<file path="config.mk">
export PLATFORM = sky130hd
export DESIGN_NAME = muldiv_unit
export DESIGN_NICKNAME = d
export VERILOG_FILES = /design/src/rtl/muldiv_unit.sv
export SDC_FILE = /design/constraint.sdc
export NUM_CORES = 1
export LEC_CHECK = 0
export CORE_ASPECT_RATIO = 0.6
export CORE_MARGIN = 4
export CORE_UTILIZATION = 23
export DETAILED_ROUTE_END_ITERATION = 7
export PLACE_DENSITY = 0.44
export SYNTH_ARGS = -nofsm -noshare
export SYNTH_HDL_FRONTEND = slang
export SYNTH_SLANG_ARGS = --single-unit
</file>
<file path="constraint.sdc">
create_clock -name clk -period 7.47 [get_ports clk]
set_clock_uncertainty 0.2 [all_clocks]
set_input_delay 1.494 -clock clk [delete_from_list [all_inputs] [get_ports clk]]
set_output_delay 1.494 -clock clk [all_outputs]
set_load 0.05 [all_outputs]
</file>
<file path="src/rtl/muldiv_unit.sv">
// Iterative radix-2 multiply/divide unit owning the MIPS HI/LO registers.
// Define MULDIV_DIV_EN to include the restoring divider (DIV/DIVU); otherwise those functs are illegal.
module muldiv_unit #(
    parameter int unsigned WIDTH = 32
) (
    input  logic             clk,
    input  logic             reset,
    input  logic             start,
    input  logic [5:0]       funct,
    input  logic [WIDTH-1:0] op_a,
    input  logic [WIDTH-1:0] op_b,
    output logic             busy,
    output logic             done,
    output logic             illegal,
    output logic [WIDTH-1:0] hi,
    output logic [WIDTH-1:0] lo
);
    localparam int unsigned CW = $clog2(WIDTH);

    localparam logic [5:0] F_MFHI  = 6'b010000;
    localparam logic [5:0] F_MTHI  = 6'b010001;
    localparam logic [5:0] F_MFLO  = 6'b010010;
    localparam logic [5:0] F_MTLO  = 6'b010011;
    localparam logic [5:0] F_MULT  = 6'b011000;
    localparam logic [5:0] F_MULTU = 6'b011001;
`ifdef MULDIV_DIV_EN
    localparam logic [5:0] F_DIV   = 6'b011010;
    localparam logic [5:0] F_DIVU  = 6'b011011;
`endif

    typedef enum logic [1:0] {IDLE, ITER, FIX, DONE} state_t;

    state_t               state_q, state_d;
    logic [CW-1:0]        cnt_q, cnt_d;
    logic [2*WIDTH-1:0]   acc_q, acc_d;
    logic [WIDTH-1:0]     mcand_q, mcand_d;
    logic                 neg_q, neg_d;
    logic [WIDTH-1:0]     hi_q, hi_d, lo_q, lo_d;
    logic                 busy_q, busy_d, done_q, done_d, illegal_q, illegal_d;

    logic                 signed_op, a_neg, b_neg, accept;
    logic [WIDTH-1:0]     a_mag, b_mag;
    logic [WIDTH:0]       mul_sum;
    logic [2*WIDTH-1:0]   prod;

    assign signed_op = ~funct[0];
    assign a_neg     = signed_op & op_a[WIDTH-1];
    assign b_neg     = signed_op & op_b[WIDTH-1];
    assign a_mag     = a_neg ? -op_a : op_a;
    assign b_mag     = b_neg ? -op_b : op_b;
    assign accept    = start && (state_q == IDLE || state_q == DONE);
    // acc = {partial product, remaining multiplier bits}
    assign mul_sum   = {1'b0, acc_q[2*WIDTH-1:WIDTH]} + (acc_q[0] ? {1'b0, mcand_q} : '0);
    assign prod      = neg_q ? -acc_q : acc_q;

`ifdef MULDIV_DIV_EN
    logic                 is_div_q, is_div_d, rem_neg_q, rem_neg_d, div_ge;
    logic [WIDTH:0]       rem_sh;
    logic [WIDTH-1:0]     rem_diff;

    // acc = {partial remainder, dividend bits still to shift in / quotient bits}
    assign rem_sh   = {acc_q[2*WIDTH-1:WIDTH], acc_q[WIDTH-1]};
    assign div_ge   = rem_sh >= {1'b0, mcand_q};
    assign rem_diff = rem_sh[WIDTH-1:0] - mcand_q;
`endif

    always_comb begin
        state_d   = state_q;
        cnt_d     = cnt_q;
        acc_d     = acc_q;
        mcand_d   = mcand_q;
        neg_d     = neg_q;
        hi_d      = hi_q;
        lo_d      = lo_q;
        busy_d    = busy_q;
        done_d    = 1'b0;
        illegal_d = 1'b0;
`ifdef MULDIV_DIV_EN
        is_div_d  = is_div_q;
        rem_neg_d = rem_neg_q;
`endif
        case (state_q)
            ITER: begin
                acc_d = {mul_sum, acc_q[WIDTH-1:1]};
`ifdef MULDIV_DIV_EN
                if (is_div_q)
                    acc_d = div_ge ? {rem_diff, acc_q[WIDTH-2:0], 1'b1}
                                   : {rem_sh[WIDTH-1:0], acc_q[WIDTH-2:0], 1'b0};
`endif
                cnt_d = cnt_q + CW'(1);
                if (cnt_q == CW'(WIDTH - 1))
                    state_d = FIX;
            end
            FIX: begin
                hi_d = prod[2*WIDTH-1:WIDTH];
                lo_d = prod[WIDTH-1:0];
`ifdef MULDIV_DIV_EN
                if (is_div_q) begin
                    lo_d = neg_q ? -acc_q[WIDTH-1:0] : acc_q[WIDTH-1:0];
                    hi_d = rem_neg_q ? -acc_q[2*WIDTH-1:WIDTH] : acc_q[2*WIDTH-1:WIDTH];
                end
`endif
                state_d = DONE;
                busy_d  = 1'b0;
                done_d  = 1'b1;
            end
            default: begin
                state_d = IDLE;
                if (accept) begin
                    case (funct)
                        F_MULT, F_MULTU: begin
                            state_d = ITER;
                            busy_d  = 1'b1;
                            cnt_d   = '0;
                            acc_d   = {{WIDTH{1'b0}}, b_mag};
                            mcand_d = a_mag;
                            neg_d   = a_neg ^ b_neg;
`ifdef MULDIV_DIV_EN
                            is_div_d = 1'b0;
`endif
                        end
`ifdef MULDIV_DIV_EN
                        F_DIV, F_DIVU: begin
                            state_d   = ITER;
                            busy_d    = 1'b1;
                            cnt_d     = '0;
                            acc_d     = {{WIDTH{1'b0}}, a_mag};
                            mcand_d   = b_mag;
                            // a zero divisor must yield an all-ones quotient regardless of sign
                            neg_d     = (a_neg ^ b_neg) & (op_b != '0);
                            rem_neg_d = a_neg;
                            is_div_d  = 1'b1;
                        end
`endif
                        F_MTHI: begin
                            hi_d    = op_a;
                            state_d = DONE;
                            done_d  = 1'b1;
                        end
                        F_MTLO: begin
                            lo_d    = op_a;
                            state_d = DONE;
                            done_d  = 1'b1;
                        end
                        F_MFHI, F_MFLO: begin
                            state_d = DONE;
                            done_d  = 1'b1;
                        end
                        default: illegal_d = 1'b1;
                    endcase
                end
            end
        endcase
    end

    always_ff @(posedge clk or posedge reset) begin
        if (reset) begin
            state_q   <= IDLE;
            cnt_q     <= '0;
            acc_q     <= '0;
            mcand_q   <= '0;
            neg_q     <= 1'b0;
            hi_q      <= '0;
            lo_q      <= '0;
            busy_q    <= 1'b0;
            done_q    <= 1'b0;
            illegal_q <= 1'b0;
`ifdef MULDIV_DIV_EN
            is_div_q  <= 1'b0;
            rem_neg_q <= 1'b0;
`endif
        end else begin
            state_q   <= state_d;
            cnt_q     <= cnt_d;
            acc_q     <= acc_d;
            mcand_q   <= mcand_d;
            neg_q     <= neg_d;
            hi_q      <= hi_d;
            lo_q      <= lo_d;
            busy_q    <= busy_d;
            done_q    <= done_d;
            illegal_q <= illegal_d;
`ifdef MULDIV_DIV_EN
            is_div_q  <= is_div_d;
            rem_neg_q <= rem_neg_d;
`endif
        end
    end

    assign busy    = busy_q;
    assign done    = done_q;
    assign illegal = illegal_q;
    assign hi      = hi_q;
    assign lo      = lo_q;
endmodule

</file>
### Word-level counts from Yosys, hierarchy flattened

Cells that the tools add are included.

| storage, ports and cells | value |
|---|---|
| register bits | 171 |
| input bits | 73 |
| word-level logic and storage cells | 80 |

| cells by class | value |
|---|---|
| reductions and logical operators | 18 |
| multiplexer cells | 29 |
| eq/ne operators | 11 |
| bitwise gates (word level) | 7 |
| $add $sub $neg | 5 |

Operator list:

| cell | number |
|---|---|
| $mux W32 | 7 |
| $mux W64 | 3 |
| $pmux W32 S2 | 2 |
| $pmux W64 S2 | 1 |
| $neg A32 Y32 | 2 |
| $neg A64 Y64 | 1 |
| $eq A6 B5 Y1 const B | 6 |
| $add A32 B32 Y33 | 1 |
| $reduce_and A3 Y1 | 5 |
| $reduce_bool A2 Y1 | 6 |
| $mux W5 | 2 |
| $pmux W5 S2 | 1 |
| $pmux W2 S2 | 2 |
| $mux W1 | 7 |
| $reduce_or A6 Y1 | 1 |
| $add A5 B1 Y5 const B | 1 |
| $eq A5 B5 Y1 const B | 1 |
| $eq A2 B2 Y1 const B | 2 |
| $mux W2 | 2 |
| $not A1 Y1 | 4 |
| $pmux W1 S2 | 2 |
| $reduce_or A2 Y1 | 2 |
| $reduce_or A4 Y1 | 1 |
| $and A1 B1 Y1 | 2 |
| other kinds (6) | 6 |

### Depth between registers and ports, before layout

Gate-level depths: netlist of the first run.

| logic depth | value |
|---|---|
| depth after elaboration | 6 |
| depth in mapped cells | 14 |

### Worst setup path before layout of the first run

No wires, ideal clock.

| path | value |
|---|---|
| path kind | register to register |
| from | register acc_q[16] |
| to | register hi_q[31], in the netlist hi[31] |
| buffers on the path | 2 |
| cell stages (with the launch flop) | 11 |
| slack | 3.413 ns |
| arrival time | 3.715 ns |
| required time | 7.128 ns |
| cell sequence | dfrtp_1 > or4_1 > or4_1 > buf_2 > or4_1 > buf_2 > or4_4 > or4b_4 > o41ai_2 > xor2_1 > o221ai_1 |

| on the way | value |
|---|---|
| word-level cells in the longest chain between the ends | 3 |

Ends and longest elaborated chain:

| element | line | source |
|---|---|---|
| start, declared | 35 | `logic [2*WIDTH-1:0] acc_q, acc_d;` |
| start signal, assigned | 160 | `acc_q <= '0;` |
| start signal, assigned | 175 | `acc_q <= acc_d;` |
| $neg A64 Y64 | 54 | `assign prod = neg_q ? -acc_q : acc_q;` |
| $mux W64 | 54 |  |
| $pmux W32 S2 | 82 | `case (state_q)` |
| end signal, assigned | 178 | `hi_q <= hi_d;` |
| end, declared | 38 | `logic [WIDTH-1:0] hi_q, hi_d, lo_q, lo_d;` |

Every way passes these cells.
A chain may end at the register's enable or synchronous reset.

### Worst setup path after layout of the first run

Ends and elaborated chain as after synthesis.

==> impl_metrics.toml, run 1 <==
[run_status]
status = "finished, final reports clean"

[worst_setup_path]
path_class = "flip-flop to flip-flop"
cpPeakStageDelay_ns = 0.71
cp-start-kind = "flip-flop"
cp.arrival_ns = 4.68
worstSetupEndpointType = "flip-flop"
cp_data_required_time_ns = 7.57
worst-path-max-fanout = 8
cp_common_cell = "or4_1"
cp_cell_sequence = "or4_1 > or4_1 > or4_1 > or4_4 > or4b_4 > o41ai_2 > xor2_1 > o221ai_1"
crit_slowest_cell = "or4_1"

[finish]
stdcell_area_um2 = 14200
antennaDiodeCount = 0
final_cell_mix = "nand2_1, dfrtp_1, o21ai_0"
finalNonFillerCells = 2154
layout_commonest_cell = "nand2_1"
drive_gt1_share_pct = 4.85
syn_to_final_growth_pct = 23.4
fillers = 5217
fin_nets = 1604

[routing]
vias = 11000
drcViolationCount = 0
vias_per_cell = 5.09
routed_wl_um = 47300
wl_per_cell_um = 22.0
drt-pass1-iter-count = 5
ant_nets = 0
drt_iter0_drc = 963

[yosys]
yosysWarnings = 0
syn_nets = 1510
ys_types = 60
syn_avg_cell_area_um2 = 8.25
syn-instance-count = 1397
ys_async_sr_fraction_pct = 100
synthesis.area_um2 = 11500
ys.flop_type = "dfrtp_1"
synth_edf_count = 0
ys_seq_elements = 171
synth_seq_area_share_pct = 37.1

[clocking]
cts_tree = "built"
clk_latency_ns = 0.46
cts_buffers = 17
post_cts_resized = 0
clkSlewWorstSetupHoldPaths_ns = 0.08
hold_buffers = 0
cts_root_buf = "clkbuf_16"
cts_setup_buffers = 0
cts_sinks = 171
htreeDepth = 4
clk_path_buf_depth = 2

[power]
p_sw_mw = 3.35
p_leak_nw = 5.76
cellPowerDensity_nw_per_um2 = 456
power_frac_comb_pct = 55.4
vdd_ir_drop_max_v = 0.000180
clockPowerShare_pct = 15.5
sw_frac_of_total_pct = 51.7
pwr-share-seq_pct = 29.1
internal_power_mw = 3.14

[die]
die_h_um = 181
dieArea_um2 = 53900
fp.dieW_um = 297
rows = 63
start_util_pct = 23.3
coreArea_um2 = 49400
io_pins = 140

[placed_design]
place.gp.congestion = 0.905
dp.cells = 2122
port_buffers = 139
hpwl_um = 36400
place_area_um2 = 13600

[flow_run]
drv.max_cap_violation_count = 0

[min_path]
hp-class = "flip-flop to flip-flop"

[timing]
setup_viol = 0
finalSetupTns_ns = 0
period_needed_ns = 4.58
rsz0062_at_grt = "no"
tightest_slew_ns = 1.16
final-hold-violation-count = 0
maxSlewViolCount = 0
slew_headroom_pct = 22.5
clock.fmax_ghz = 0.218
finalCritPeriodShare_pct = 61.3

[global_route]
antenna_found_initial = 3
grt_max_degree = 89
grt_pass1_wl_um = 70000
grt.overflow.total = 0
first_global_vias = 10300
grt_usage_pct = 17.2
area by class of cell:
type                       count  area (um2)  area share, %
multi-input combinational   1121        6870           48.3
inverter                      25        98.8          0.695
sequential                   171        4280           30.1
tap                          650         813           5.72
timing repair buffer         155        1520           10.7
clock inverter                15         210           1.48
clock buffer                  17         425           2.99
final timing paths:
path                                         start                 endpoint  slack [ns]  depth (start not counted)
setup / recovery             acc_q[16]$_DFFE_PP0P_       hi[31]$_DFFE_PP0P_        2.89                          8
hold / removal             mcand_q[17]$_DFFE_PP0P_  mcand_q[17]$_DFFE_PP0P_        0.28                          2
setup reg to reg             acc_q[16]$_DFFE_PP0P_       hi[31]$_DFFE_PP0P_        2.89                          8
hold reg to reg            mcand_q[17]$_DFFE_PP0P_  mcand_q[17]$_DFFE_PP0P_        0.28                          2
max in group asynchronous                    reset   mcand_q[7]$_DFFE_PP0P_        4.68                          3
min in group asynchronous                    reset       lo[12]$_DFFE_PP0P_        1.34                          2
cell usage after synthesis, types with 28 or more instances:
| cell | number | share of area, % |
|---|---|---|
| dfrtp_1 | 171 | 37 |
| a21oi_1 | 100 | 4.3 |
| nor3_1 | 30 | 1.3 |
| and2_1 | 34 | 1.8 |
| o31ai_1 | 28 | 1.8 |
| ha_1 | 39 | 4.2 |
| clkbuf_1 | 76 | 2.5 |
| nor2_1 | 113 | 3.7 |
| a21o_1 | 33 | 2.1 |
| o21ai_0 | 159 | 6.9 |
| xnor2_1 | 59 | 4.5 |
| xor2_1 | 85 | 6.5 |
| nand2_1 | 188 | 6.1 |
kinds of logic after synthesis:
kind of cell             after synthesis  share of synthesized area [%]
AO/OA/AOI/OAI                        435                           23.1
XOR/XNOR                             144                           10.9
adder cells (fa/ha/maj)               40                           4.41
buffers and inverters                105                           3.44
flip-flops                           171                           37.1
multiplexers                           8                          0.706
AND/OR/NAND/NOR                      494                           20.2
per-stage QoR:
stage | setup slack [ns] | power [mW] | util [%] | hold WS [ns]
global route | 2.60 | 6.90 | 28.8 | 0.299
finish | 2.89 | 6.49 | 28.8 | 0.276
global placement | 2.46 | 5.43 | 27.5 | 0.257
floorplan | 1.14 | 4.09 | - | 0.242
detailed placement | 2.51 | 5.46 | 27.5 | 0.266
CTS | 2.93 | 6.48 | 28.8 | 0.284
critical path, delay by kind of cell, from the launching register on:
family	cells	cell delay [ns]
XOR/XNOR	1	0.18
flip-flops	1	0.44
AO/OA/AOI/OAI	2	0.58
AND/OR/NAND/NOR	5	3.04
state kept, by name (all words and copies together) (netlist names):
name,cells
mcand_q,32
acc_q,64
done,1
busy,1
cnt_q,5
neg_q,1
state_q,2
hi,32
lo,32
illegal,1
metal layers:
layer,track usage [%],wire length (um),part of all wire [%]
met1,27.1,24700,52
met2,22.9,18200,38
met3,4.35,3690,7.8
met4,3.95,751,1.6
met5,0,0,0
power groups by stage:
| stage | combinational, mW | clock [mW] | sequential [mW] |
|---|---|---|---|
| after global routing | 3.90 | 1.06 | 1.94 |
| after floorplan | 1.81 | 0 | 2.28 |
| after CTS | 3.57 | 1.02 | 1.89 |
| after global placement | 3.53 | 0 | 1.90 |
| after detailed placement | 3.55 | 0 | 1.91 |
| final | 3.60 | 1.00 | 1.89 |
No activity file was read; power rests on OpenSTA's default activity.
==> run 2, diff against run 1 <==
PLACE_DENSITY = 0.45   (was 0.44)
clock period = 3.7 ns   (was 7.47 ns; I/O delays follow)
==> run 2 against run 1 <==
  * The run now ends with negative setup slack left
  * First-iteration DRC count rose by 21%
  * Total power rose by 110%
  * Sequential share of layout area fell by 1.8 points
  * Global-route usage rose by 1.4 points
  * Wire length rose by 6.9%
  * Clock power rose by 76%
  * Worst hold slack improved by 0.0033 ns
  * Critical path depth rose by 1
  * Via count rose by 4.9%
  * Maximum frequency rose by 20%
  * Clock-buffer cell count rose by 2
==> impl_metrics.toml, run 2 (synthesis results as in run 1) <==
[clocking]
cts_root_buf = "clkbuf_16"
cts_sinks = 171
cts_buffers = 17
clkSlewWorstSetupHoldPaths_ns = 0.08
clk_path_buf_depth = 2
hold_buffers = 0
clk_latency_ns = 0.46
htreeDepth = 4
cts_tree = "built"

[worst_setup_path]
rr_startpoint = "acc_q[10]$_DFFE_PP0P_"
cp.arrival_ns = 3.90
worst-path-max-fanout = 4
reg2reg_slack_ns = -0.13
cpPeakStageDelay_ns = 0.56
reg2reg_to = "hi[25]$_DFFE_PP0P_"
critPathLaunch = "acc_q[10]$_DFFE_PP0P_"
crit_slowest_cell = "or4b_4"
cp_cell_sequence = "or4_4 > or4_4 > or4_4 > or4_4 > or4b_4 > buf_4 > o31ai_4 > xor2_1 > a221oi_1"
worstSetupEndpointType = "flip-flop"
crit_end = "hi[25]$_DFFE_PP0P_"
cp_common_cell = "or4_4"
cp_data_required_time_ns = 3.77
path_class = "flip-flop to flip-flop"
cp-start-kind = "flip-flop"
reg2regPathDepth = 9

[die]
fp.dieW_um = 297
die_h_um = 181
start_util_pct = 23.3
coreArea_um2 = 49400
rows = 63
dieArea_um2 = 53900
io_pins = 140

[min_path]
hp-class = "flip-flop to flip-flop"
worstHoldStart = "lo[21]$_DFFE_PP0P_"

[routing]
drt-pass1-iter-count = 6
vias = 11500
drt_iter0_drc = 1165
vias_per_cell = 5.07
routed_wl_um = 50600
drcViolationCount = 0
ant_nets = 0
wl_per_cell_um = 22.3

[timing]
clock.fmax_ghz = 0.261
finalCritPeriodShare_pct = 104
slew_headroom_pct = 11.5
setup_viol = 6
setup_slack_ns = -0.130
rsz0062_at_grt = "yes"
final-hold-violation-count = 0
tightest_slew_ns = 1.33
maxSlewViolCount = 0
period_needed_ns = 3.83
holdWs_ns = 0.279

[run_status]
status = "finished with violations"
violations = "negative setup slack"

[global_route]
grt_pass1_wl_um = 75100
antenna_found_initial = 0
grt_max_degree = 69
grt_usage_pct = 18.6
grt.overflow.total = 0
first_global_vias = 10800

[placed_design]
preCtsSetupSlack_ns = -0.128
port_buffers = 139
hpwl_um = 40200
place.gp.congestion = 0.921

[finish]
fin_nets = 1718
syn_to_final_growth_pct = 31.4
drive_gt1_share_pct = 12.2
antennaDiodeCount = 0
regMostFlops = "acc_q"
final_cell_mix = "nand2_1, dfrtp_1, o21ai_0"
layout_commonest_cell = "nand2_1"
largest_reg_flops = 64

[power]
cellPowerDensity_nw_per_um2 = 892
vdd_ir_drop_max_v = 0.000344
p_leak_nw = 6.31

[flow_run]
drv.max_cap_violation_count = 0
-- run 2: cell count changes in the layout (fill, tap and decap cells not counted), moves of 2 or more --
cell        before  now
buf_12           1    8
buf_4           15  122
bufinv_16        4    0
clkbuf_1         0    2
clkinv_4         4    2
clkinvlp_4       1    3
inv_6            4    7
o21ai_0        159  155
o21ai_2          1    5
or4_1           18   15
or4_4            1    4
-- run 2: metrics by stage --
stage / util [%] / instances / power (mW) / instance area, um2 / TNS, ns
after global routing: 30.6 / 2268 / 14.4 / 15100 / -1.09
after global placement: 29.4 / 2231 / 11.6 / 14500 / -0.303
final: 30.6 / 2268 / 13.5 / 15100 / -0.466
after detailed placement: 29.4 / 2231 / 11.6 / 14500 / -0.313
after floorplan: - / 1397 / 8.26 / 11600 / -1.00
after CTS: 30.5 / 2264 / 13.5 / 15100 / -0.194
-- run 2: final cells by class --
class	count	area (um2)
clock buffer	19	433
clock inverter	13	104
fill	5236	34300
inverter	25	97.6
multi-input combinational	1121	6950
sequential	171	4280
tap	650	813
timing repair buffer	269	2470
-- run 2: routing by layer --
layer	up-vias	part of all wire, %	GRT usage [%]
li1	5415	-	-
met1	5647	52	29.6
met2	423	38	24.7
met3	18	8.6	5.10
met4	0	0.76	3.00
met5	-	0	0
-- run 2: report_power, final --
group | internal, mW | leakage [nW] | switching (mW)
clock | 0.875 | 0.260 | 0.890
combinational | 2.90 | 3.91 | 5.24
sequential | 2.74 | 2.14 | 0.868
-- run 2: worst min-delay path by stage --
| stage | depth (start not counted) | endpoint | slack [ns] |
|---|---|---|---|
| 2_1_floorplan | 2 | mcand_q[0]$_DFFE_PP0P_ | 0.24 |
| 3_3_place_gp | 2 | cnt_q[4]$_DFFE_PP0P_ | 0.26 |
| 3_5_place_dp | 2 | mcand_q[0]$_DFFE_PP0P_ | 0.27 |
| 4_1_cts | 2 | mcand_q[0]$_DFFE_PP0P_ | 0.28 |
| 5_1_grt | 2 | cnt_q[4]$_DFFE_PP0P_ | 0.30 |
| 6_report | 1 | lo[21]$_DFFE_PP0P_ | 0.28 |
-- run 2: what timing repair did --
item,in CTS,in global routing
pin swaps,2,0
setup buffers,1,4
resized for setup,7,7
setup endpoints to repair,6,11
-- run 2: critical path, delay by kind of cell (launching register included) --
family / cells / cell delay, ns
AOI/OAI and AO/OA: 2 / 0.25
and+or+nand+nor: 5 / 2.48
xor gates and xnor gates: 1 / 0.17
buffers and inverters: 1 / 0.17
DFF: 1 / 0.38
